`config.mk`:
```
export PLATFORM = sky130hd
export DESIGN_NAME = gat_bram_load_ctrl
export DESIGN_NICKNAME = d
export VERILOG_FILES = /design/src/rtl/gat_bram_load_ctrl.sv
export SDC_FILE = /design/constraint.sdc
export NUM_CORES = 1
export LEC_CHECK = 0
export ABC_CLOCK_PERIOD_IN_PS = 4150
export CORE_UTILIZATION = 40
export CTS_CLUSTER_DIAMETER = 40
export DETAILED_ROUTE_END_ITERATION = 7
export PLACE_DENSITY_LB_ADDON = 0.12
export SYNTH_ARGS = -nofsm -noshare
export SYNTH_HDL_FRONTEND = slang
export SYNTH_SLANG_ARGS = --single-unit
```
`constraint.sdc`:
```
create_clock -name clk -period 4.15 [get_ports clk]
set_input_delay 1.0375 -clock clk [delete_from_list [all_inputs] [get_ports clk]]
set_output_delay 1.0375 -clock clk [all_outputs]
set_load 0.1 [all_outputs]
```
`src/rtl/gat_bram_load_ctrl.sv`:
```
// gat_bram_load_ctrl
// Loads the GAT core BRAMs from the host AXI-BRAM ports, one channel per BRAM.
// Host writes arrive as byte addresses and 32-bit words. They are converted to
// word addresses, truncated to the core data width and registered toward the core.
// Accepted writes are counted per channel. When every channel reaches its
// programmed length, sticky done flags rise and a single core_start pulse fires.
// A 3-stage, valid-tagged pipeline returns new-feature BRAM words to the host.

module gat_bram_load_ctrl #(
   parameter int TOP_WIDTH         = 32,
   parameter int NUM_CH            = 3,
   parameter int DATA_WIDTH        = 20,
   parameter int DEPTH             = 242101,
   parameter int ADDR_W            = $clog2(DEPTH),
   parameter int CNT_W             = ADDR_W + 1,
   parameter int NEW_FEATURE_WIDTH = 32,
   parameter int FEAT_DEPTH        = 43328,
   parameter int FEAT_ADDR_W       = $clog2(FEAT_DEPTH)
) (
   input  logic                            clk,
   input  logic                            rst_n,
   input  logic                            gat_layer,
   input  logic                            load_clear,
   input  logic [NUM_CH*CNT_W-1:0]         ch_expected,
   input  logic [NUM_CH*TOP_WIDTH-1:0]     host_din,
   input  logic [NUM_CH-1:0]               host_ena,
   input  logic [NUM_CH-1:0]               host_wea,
   input  logic [NUM_CH*(ADDR_W+2)-1:0]    host_addra,
   output logic [NUM_CH*DATA_WIDTH-1:0]    bram_din,
   output logic [NUM_CH-1:0]               bram_we,
   output logic [NUM_CH*ADDR_W-1:0]        bram_addr,
   output logic [NUM_CH-1:0]               load_done,
   output logic                            all_done,
   output logic                            core_start,
   output logic [NUM_CH-1:0]               addr_err,
   input  logic                            feat_rd_en,
   input  logic [FEAT_ADDR_W+1:0]          feat_addrb,
   output logic [FEAT_ADDR_W-1:0]          feat_core_addr,
   input  logic [NEW_FEATURE_WIDTH-1:0]    feat_core_dout,
   output logic [TOP_WIDTH-1:0]            feat_dout,
   output logic                            feat_dvalid
);

   // Host byte-address width per channel.
   localparam int BA_W = ADDR_W + 2;
   // DEPTH held one bit wider so a power-of-two depth does not wrap to zero.
   localparam logic [ADDR_W:0] DEPTH_L  = (ADDR_W+1)'(DEPTH);
   localparam logic [CNT_W-1:0] CNT_MAX = '1;

   typedef enum logic [1:0] {
      ST_IDLE,
      ST_LOADING,
      ST_READY
   } state_t;

   state_t            state;

   logic [ADDR_W-1:0] waddr    [NUM_CH];
   logic [CNT_W-1:0]  exp_cnt  [NUM_CH];
   logic [CNT_W-1:0]  cnt      [NUM_CH];
   logic [CNT_W-1:0]  cnt_nxt  [NUM_CH];
   logic [NUM_CH-1:0] wr_req;
   logic [NUM_CH-1:0] in_range;
   logic [NUM_CH-1:0] accept;

   logic              gat_layer_q;
   logic              layer_seen;
   logic              layer_clear;
   logic              clr;

   logic              rd_v1;
   logic              rd_v2;

   // Byte offsets and the truncated upper data bits are intentionally dropped.
   logic              unused_bits;
   assign unused_bits = ^{host_din, host_addra, feat_addrb};

   // A layer change only counts once the registered copy has been loaded.
   assign layer_clear = layer_seen & (gat_layer != gat_layer_q);
   assign clr         = load_clear | layer_clear;
   assign all_done    = &load_done;

   // Per-channel address decode, acceptance and next counter value.
   always_comb begin
      // NOTE: every combinational output gets a default first, so no path can leave it unassigned and infer a latch.
      wr_req   = '0;
      in_range = '0;
      accept   = '0;
      for (int c = 0; c < NUM_CH; c++) begin
         waddr[c]    = host_addra[c*BA_W+2 +: ADDR_W];
         exp_cnt[c]  = ch_expected[c*CNT_W +: CNT_W];
         wr_req[c]   = host_ena[c] & host_wea[c];
         in_range[c] = ({1'b0, waddr[c]} < DEPTH_L);
         accept[c]   = wr_req[c] & in_range[c];
         cnt_nxt[c]  = (accept[c] && (cnt[c] != CNT_MAX)) ? cnt[c] + CNT_W'(1) : cnt[c];
      end
   end

   // Register accepted writes onto the core BRAM ports; a clear does not block them.
   always_ff @(posedge clk or negedge rst_n) begin
      if (!rst_n) begin
         // NOTE: sequential state uses non-blocking assignments so every flop samples pre-edge values.
         bram_we   <= '0;
         bram_addr <= '0;
         bram_din  <= '0;
      end else begin
         for (int c = 0; c < NUM_CH; c++) begin
            bram_we[c] <= accept[c];
            if (accept[c]) begin
               bram_addr[c*ADDR_W +: ADDR_W]         <= waddr[c];
               bram_din[c*DATA_WIDTH +: DATA_WIDTH] <= host_din[c*TOP_WIDTH +: DATA_WIDTH];
            end
         end
      end
   end

   // Registered copy of gat_layer used to detect a layer change.
   always_ff @(posedge clk or negedge rst_n) begin
      if (!rst_n) begin
         gat_layer_q <= 1'b0;
         layer_seen  <= 1'b0;
      end else begin
         gat_layer_q <= gat_layer;
         layer_seen  <= 1'b1;
      end
   end

   // Write counters, sticky done flags and sticky address-error flags.
   always_ff @(posedge clk or negedge rst_n) begin
      if (!rst_n) begin
         // NOTE: the counters are a handful of flops, not a RAM, so resetting every entry is intended.
         for (int c = 0; c < NUM_CH; c++) cnt[c] <= '0;
         load_done <= '0;
         addr_err  <= '0;
      end else if (clr) begin
         for (int c = 0; c < NUM_CH; c++) cnt[c] <= '0;
         load_done <= '0;
         addr_err  <= '0;
      end else begin
         for (int c = 0; c < NUM_CH; c++) begin
            cnt[c]       <= cnt_nxt[c];
            load_done[c] <= load_done[c] | (exp_cnt[c] == '0) | (cnt_nxt[c] == exp_cnt[c]);
            addr_err[c]  <= addr_err[c] | (wr_req[c] & ~in_range[c]);
         end
      end
   end

   // Load sequencing FSM; core_start is a registered one-cycle pulse on entry to READY.
   always_ff @(posedge clk or negedge rst_n) begin
      if (!rst_n) begin
         state      <= ST_IDLE;
         core_start <= 1'b0;
      end else begin
         core_start <= 1'b0;
         if (clr) begin
            state <= ST_IDLE;
         end else begin
            case (state)
               ST_IDLE: begin
                  if (all_done) begin
                     state      <= ST_READY;
                     core_start <= 1'b1;
                  end else if (|accept) begin
                     state <= ST_LOADING;
                  end
               end
               ST_LOADING: begin
                  if (all_done) begin
                     state      <= ST_READY;
                     core_start <= 1'b1;
                  end
               end
               ST_READY: state <= ST_READY;
               default:  state <= ST_IDLE;
            endcase
         end
      end
   end

   // Feature read-back: address stage, BRAM latency stage, output stage.
   always_ff @(posedge clk or negedge rst_n) begin
      if (!rst_n) begin
         feat_core_addr <= '0;
         rd_v1          <= 1'b0;
         rd_v2          <= 1'b0;
         feat_dout      <= '0;
         feat_dvalid    <= 1'b0;
      end else begin
         if (feat_rd_en) feat_core_addr <= feat_addrb[FEAT_ADDR_W+1:2];
         rd_v1       <= feat_rd_en;
         rd_v2       <= rd_v1;
         if (rd_v2) feat_dout <= TOP_WIDTH'(feat_core_dout);
         feat_dvalid <= rd_v2;
      end
   end

endmodule
```
==> impl_metrics.json, run 1 <==
{
  "synthArstFlopShare_pct": 100,
  "portBuffers": 403,
  "path_clk_slew_ns": 0.05,
  "maxSlewViolCount": 0,
  "rsz0062_at_grt": "false",
  "worst_setup_path_end_kind": "flip-flop",
  "antenna_left": 0,
  "drv_cap": 0,
  "die-area_um2": 30300,
  "vias_per_cell": 5.19,
  "yosys_warnings": 0,
  "postCtsSetupBuffers": 0,
  "ir_worst_vdd_mv": 0.380,
  "reg2reg_from": "cnt[38]",
  "clkPwrFrac_pct": 39.8,
  "rrSetupSlack_ns": 0.68,
  "tritoncts": "done",
  "insertion_delay_ns": 0.52,
  "track_usage_pct": 25.5,
  "crit_required_ns": 4.56,
  "netlist_top_cells_count": "nand2_1, dfrtp_1, nor2_1",
  "crit_type": "input pin to flip-flop",
  "chipWidth_um": 174,
  "worst_ep_arrival_time_ns": 4.37,
  "switching_power_w": 0.00339,
  "place_congestion": 0.938,
  "area_growth_pct": 53.0,
  "num_io_pins": 448,
  "drc": 0,
  "cts_hold_buf": 0,
  "slew_headroom_pct": 28.9,
  "synth_seq_area_share_pct": 49.9,
  "synth_edf_count": 0,
  "finalClockSkew_ns": 0.0128,
  "finalSetupViolCount": 0,
  "grt_max_degree": 90,
  "dr.pass1.iters": 5,
  "routed_wl_mm": 38.6,
  "cts_inserted_buffers": 42,
  "drive_gt1_share_pct": 11.3,
  "grt_pass1_wl_mm": 61.3,
  "hold_viol_final": 0,
  "fillers": 2469,
  "yosys_most_used_dff": "dfrtp_1",
  "min_path_type": "flip-flop to flip-flop",
  "swShare_pct": 37.2,
  "cts.sinks": 236,
  "synth_area_um2": 11800,
  "htreeDepth": 2,
  "worstSetupStartpoint": "host_addra[16]",
  "dieHeight_um": 174,
  "p_leak_nw": 7.86,
  "root_buffer": "clkbuf_16",
  "power_frac_comb_pct": 31.1,
  "cp-endpoint": "load_done[0]",
  "antenna_found_initial": 4,
  "grt_pass1_vias": 11200,
  "yosysTopAreaCell": "dfrtp_1",
  "yosysMostFrequentCell": "nand2_1",
  "drt_first_iter_violations": 655,
  "grt_overflow": 0,
  "wl_per_cell_um": 18.0,
  "fin_crit_ns": 3.96,
  "netlist-cell-type-count": 77,
  "dp_hpwl_mm": 28.8,
  "hp-start": "rd_v1",
  "pwr-share-seq_pct": 29.1,
  "fin_crit_sh_pct": 95.3,
  "clockBufferDepth": 3,
  "synthTopCellsByArea": "dfrtp_1, nand2_1, mux2_2",
  "tightest_slew_ns": 1.06,
  "cp-start-kind": "input pin",
  "clock.fmax_ghz": 0.253,
  "status": "finished clean",
  "layout.nets": 2006,
  "final_util_pct": 62.6,
  "path_max_fanout": 8,
  "hold_ws_ns": 0.344,
  "syn_inst": 1284,
  "worst_r2r_path_depth": 10,
  "yosys_register_bits": 236,
  "cts_resized": 0,
  "start_util_pct": 40.9,
  "power_density_nw_per_um2": 503,
  "syn-mean-instance-area_um2": 9.22,
  "p_int_w": 0.00572,
  "coreArea_um2": 28900,
  "rows": 62,
  "dr_total_vias": 11100,
  "yosysTopAreaCellShare_pct": 49.9,
  "syn_nets": 1564,
  "r2r_end": "load_done[0]"
}
[per-stage QoR]
stage / instances / setup slack, ns / TNS [ns] / instance area, um2 / power, W
floorplan: 1284 / 0.345 / 0 / 11800 / 0.00461
global placement: 2066 / -0.261 / -0.278 / 16600 / 0.00550
detailed placement: 2066 / -0.326 / -0.326 / 16600 / 0.00553
CTS: 2142 / 0.205 / 0 / 18100 / 0.00919
global route: 2143 / 0.0543 / 0 / 18100 / 0.00941
finish: 2143 / 0.195 / 0 / 18100 / 0.00911
[routing by layer]
metal / GRT usage, % / part of all wire [%] / up-vias / wire length, um
met5: 0 / 0.13 / - / 52
met2: 43.4 / 49 / 373 / 18700
li1: - / - / 5348 / -
met4: 9.87 / 3.4 / 6 / 1330
met1: 31.8 / 42 / 5303 / 16100
met3: 4.97 / 6.1 / 94 / 2360
[cells by family (layout without fill, tap and decap cells)]
group,Yosys count,after routing,synth area share (%)
mux,57,57,5.36
simple gates,671,671,25.7
flops,236,236,49.9
buf+inv,89,563,2.84
compound gates,140,140,8.90
other cells,1,2,0.0317
fa+ha+maj,6,6,0.634
xor+xnor,84,84,6.58
[flip-flops by register name, summed over array words and instances (netlist names)]
signal / cells
cnt: 57
rd_v2: 1
layer_seen: 1
gat_layer_q: 1
bram_we: 3
bram_din: 60
rd_v1: 1
bram_addr: 54
feat_dout: 32
feat_dvalid: 1
feat_core_addr: 16
load_done: 3
core_start: 1
addr_err: 3
state: 2
[area by class of cell]
cell class	instances	area [um2]	share of cell area [%]
inverter	25	93.8	0.518
sequential	236	5910	32.6
clock inverter	23	323	1.78
tap	384	480	2.65
timing repair buffer	462	4500	24.9
multi-input combinational	959	5620	31.1
antenna	1	2.50	0.0138
clock buffer	53	1170	6.48
[critical path, cell delays in order]
cell and delay, ns:
clkdlybuf4s50_1 0.43, or4_4 0.56, a311oi_2 0.28, a2bb2oi_4 0.16, buf_4 0.21, nor4_1 0.43
nor3b_1 0.11, a211o_1 0.28, or4b_1 0.51, o41ai_2 0.34
[power by group through the flow]
| stage | clock (W) | combinational, W | sequential (W) |
|---|---|---|---|
| after floorplan | 0 | 0.000371 | 0.00424 |
| after global placement | 0 | 0.00283 | 0.00267 |
| after detailed placement | 0 | 0.00284 | 0.00269 |
| after CTS | 0.00369 | 0.00285 | 0.00265 |
| after global routing | 0.00379 | 0.00294 | 0.00268 |
| final | 0.00363 | 0.00283 | 0.00265 |
[worst min path at each step]
stage          cells past startpoint     to  slack, ns
2_1_floorplan                      0  rd_v2       0.33
5_1_grt                            0  rd_v2       0.35
3_5_place_dp                       0  rd_v2       0.34
6_report                           0  rd_v2       0.34
4_1_cts                            0  rd_v2       0.35
3_3_place_gp                       0  rd_v2       0.33
[placed cells by master (no fill, tap or decap), types with 12 or more instances in the layout]
cell / n
clkdlybuf4s50_1: 401
nand2_1: 388
dfrtp_1: 236
nor2_1: 81
buf_4: 58
xnor2_1: 54
mux2_2: 51
clkbuf_16: 43
nand3_1: 40
xor2_1: 27
nor3_1: 25
nor4_1: 24
inv_1: 24
nand4_1: 24
o21ai_0: 23
a21oi_1: 17
or3_1: 14
and4_1: 14
and3_1: 12
(Power assumes the default switching activity.)
==> run 2, diff against run 1 <==
Settings changed: ABC_AREA set to 1, CORE_ASPECT_RATIO set to 1.4.
==> run 2 against run 1 <==
Highest routed layer unchanged; via count grew 8.0%; worst hold slack improved by 0.0058 ns; combinational power rose by 3%; die area increased by 4.4%; cell area fell by 0.26%; critical path depth down 9; non-clock buffer count decreased by 38; utilization down 2.8 points; clock skew rose by 0.0077 ns; maximum frequency rose by 25%; sequential power hardly changed; total power is 4.9% lower.
==> impl_metrics.json, run 2 <==
{
  "track_usage_pct": 26.5,
  "tightest_slew_ns": 1.14,
  "clkPwrFrac_pct": 35.3,
  "area_growth_pct": 46.1,
  "chipWidth_um": 151,
  "htreeDepth": 2,
  "hold_path_end": "rd_v2",
  "crit_required_ns": 3.11,
  "clockBufferDepth": 3,
  "wl_per_cell_um": 16.8,
  "coreArea_um2": 30200,
  "path_buf_inv": 1,
  "crit_type": "flip-flop to primary output",
  "syn-mean-instance-area_um2": 7.63,
  "finalClockSkew_ns": 0.0205,
  "netlist_top_cells_count": "nand2_1, dfrtp_1, nor2_1",
  "r2r_end": "load_done[1]",
  "crit_chain": "clkdlybuf4s50_1",
  "worst_ep_arrival_time_ns": 2.12,
  "cts_hold_buf": 0,
  "slew_headroom_pct": 23.6,
  "routed-wl-met3_mm": 3.67,
  "status": "finished clean",
  "multi_input_area_um2": 5670,
  "synth_seq_area_share_pct": 47.8,
  "dp.cells": 2377,
  "netlist-cell-type-count": 38,
  "rows": 75,
  "synth_edf_count": 0,
  "max_flop_register": "bram_din",
  "grt_pass1_vias": 12200,
  "seqCellArea_um2": 5910,
  "hp-start": "rd_v1",
  "dp_hpwl_mm": 31.4,
  "switching_power_w": 0.00346,
  "cts_inserted_buffers": 36,
  "path_clk_slew_ns": 0.06,
  "dr_total_vias": 12000,
  "antenna_found_initial": 8,
  "instances_no_fill": 2445,
  "min_path_type": "flip-flop to flip-flop",
  "wl_met2_mm": 20.4,
  "drt_first_iter_violations": 406,
  "num_io_pins": 448,
  "yosysTopAreaCell": "dfrtp_1",
  "syn_inst": 1621,
  "p_leak_nw": 8.52,
  "power_frac_comb_pct": 33.6,
  "pwr-share-seq_pct": 31.0,
  "yosysTopAreaCellShare_pct": 47.8,
  "ir_worst_vdd_mv": 0.348,
  "synthArstFlopShare_pct": 100,
  "yosys_warnings": 0,
  "die-area_um2": 31600,
  "insertion_delay_ns": 0.52,
  "swShare_pct": 40.0,
  "fin_crit_ns": 3.16,
  "routed_wl_mm": 41.1,
  "grt_max_degree": 88,
  "cts_resized": 0,
  "final_common_cell": "nand2_1",
  "drv_cap": 0,
  "root_buffer": "clkbuf_16",
  "antenna_left": 0,
  "cts.sinks": 236,
  "wl_met1_mm": 15.4,
  "rsz0062_at_grt": "false",
  "crit_slowest_cell": "clkdlybuf4s50_1",
  "synthTopCellsByArea": "dfrtp_1, nand2_1, nor2_1",
  "grt_pass1_wl_mm": 64.5,
  "largest_register_ff_count": 60,
  "critPathTopFamily": "buffers and inverters",
  "finalSetupViolCount": 0,
  "synth_area_um2": 12400,
  "tritoncts": "done",
  "p_int_w": 0.00519,
  "fillers": 2766,
  "cp-start-kind": "flip-flop",
  "vias_per_cell": 4.91,
  "yosys_register_bits": 236,
  "rrSetupSlack_ns": 1.30,
  "dieHeight_um": 210,
  "power_density_nw_per_um2": 479,
  "yosys_most_used_dff": "dfrtp_1",
  "top_layer": "met5",
  "yosysMostFrequentCell": "nand2_1",
  "drc": 0,
  "start_util_pct": 40.9,
  "grt_overflow": 0,
  "max_stage_delay_ns": 1.25,
  "worst_r2r_path_depth": 17,
  "place_congestion": 0.949,
  "reg2reg_from": "cnt[19]",
  "finalSetupTns_ns": 0,
  "worst_setup_path_end_kind": "primary output",
  "clock.fmax_ghz": 0.317,
  "hold_viol_final": 0,
  "portBuffers": 403,
  "path_max_fanout": 2,
  "drive_gt1_share_pct": 8.56,
  "dr.pass1.iters": 5,
  "layout_common_cells": "nand2_1, clkdlybuf4s50_1, dfrtp_1, nor2_1, inv_1",
  "syn_nets": 1901,
  "whs_path_depth": 0,
  "reg_top3": "bram_din (60), cnt (57), bram_addr (54)",
  "postCtsSetupBuffers": 0,
  "layout.nets": 2310,
  "maxSlewViolCount": 0,
  "fin_crit_sh_pct": 76.1
}
## run 2: cell count changes in the layout (fill, tap and decap cells not counted), sizes merged, moves of 13 or more
cell,previous run,this run
or3,14,1
nand4,24,70
xnor2,54,0
nand2,388,690
nor2,81,157
buf,61,23
nand3,40,93
inv,31,151
and4,14,0
nor4,25,6
nand3b,3,22
nor3,25,10
## run 2: power groups by stage
stage	Clock, W	Sequential (W)	Combinational, W
floorplan	0	0.00422	0.000496
global placement	0	0.00271	0.00291
detailed placement	0	0.00272	0.00292
CTS	0.00313	0.00269	0.00293
global route	0.00322	0.00271	0.00306
finish	0.00306	0.00268	0.00291
## run 2: kinds of logic after synthesis
group / synth area share (%)
AND/OR/NAND/NOR: 36.3
flip-flops: 47.8
buffers and inverters: 6.51
AO/OA/AOI/OAI: 2.44
multiplexers: 4.37
XOR/XNOR: 1.98
adder cells (fa/ha/maj): 0.607
other: 0.0303
## run 2: metal layers
metal / vias up / GRT usage, %
met1: 5519 / 28.8
met5: - / 0
met3: 94 / 8.42
met4: 8 / 12.3
met2: 418 / 46.3
li1: 5975 / -
## run 2: cell type report
type	count	area share (%)
Clock inverter	21	1.21
Timing Repair Buffer	424	23.4
Multi-Input combinational cell	1188	31.4
Antenna cell	4	0.0554
Sequential cell	236	32.7
Tap cell	385	2.67
Clock buffer	43	5.58
Inverter	144	3.02
## run 2: metrics by stage
stage	cell area, um2	power, W	utilization (%)	hold WS [ns]	setup WS [ns]
after detailed placement	16800	0.00565	55.7	0.338	0.588
final	18100	0.00866	59.8	0.350	0.992
after global placement	16800	0.00562	55.7	0.337	0.588
after global routing	18100	0.00899	59.8	0.355	0.827
after floorplan	12400	0.00472	-	0.331	0.724
after CTS	18000	0.00875	59.7	0.352	0.955
## run 2: worst max-delay path by stage
| stage | to | from | cells past startpoint |
|---|---|---|---|
| 2_1_floorplan | all_done | load_done[1] | 2 |
| 3_3_place_gp | load_done[1] | host_addra[36] | 15 |
| 3_5_place_dp | load_done[1] | host_addra[36] | 15 |
| 4_1_cts | bram_addr[7] | bram_addr[7] | 1 |
| 5_1_grt | load_done[1] | host_addra[36] | 16 |
| 6_report | bram_addr[1] | bram_addr[1] | 1 |
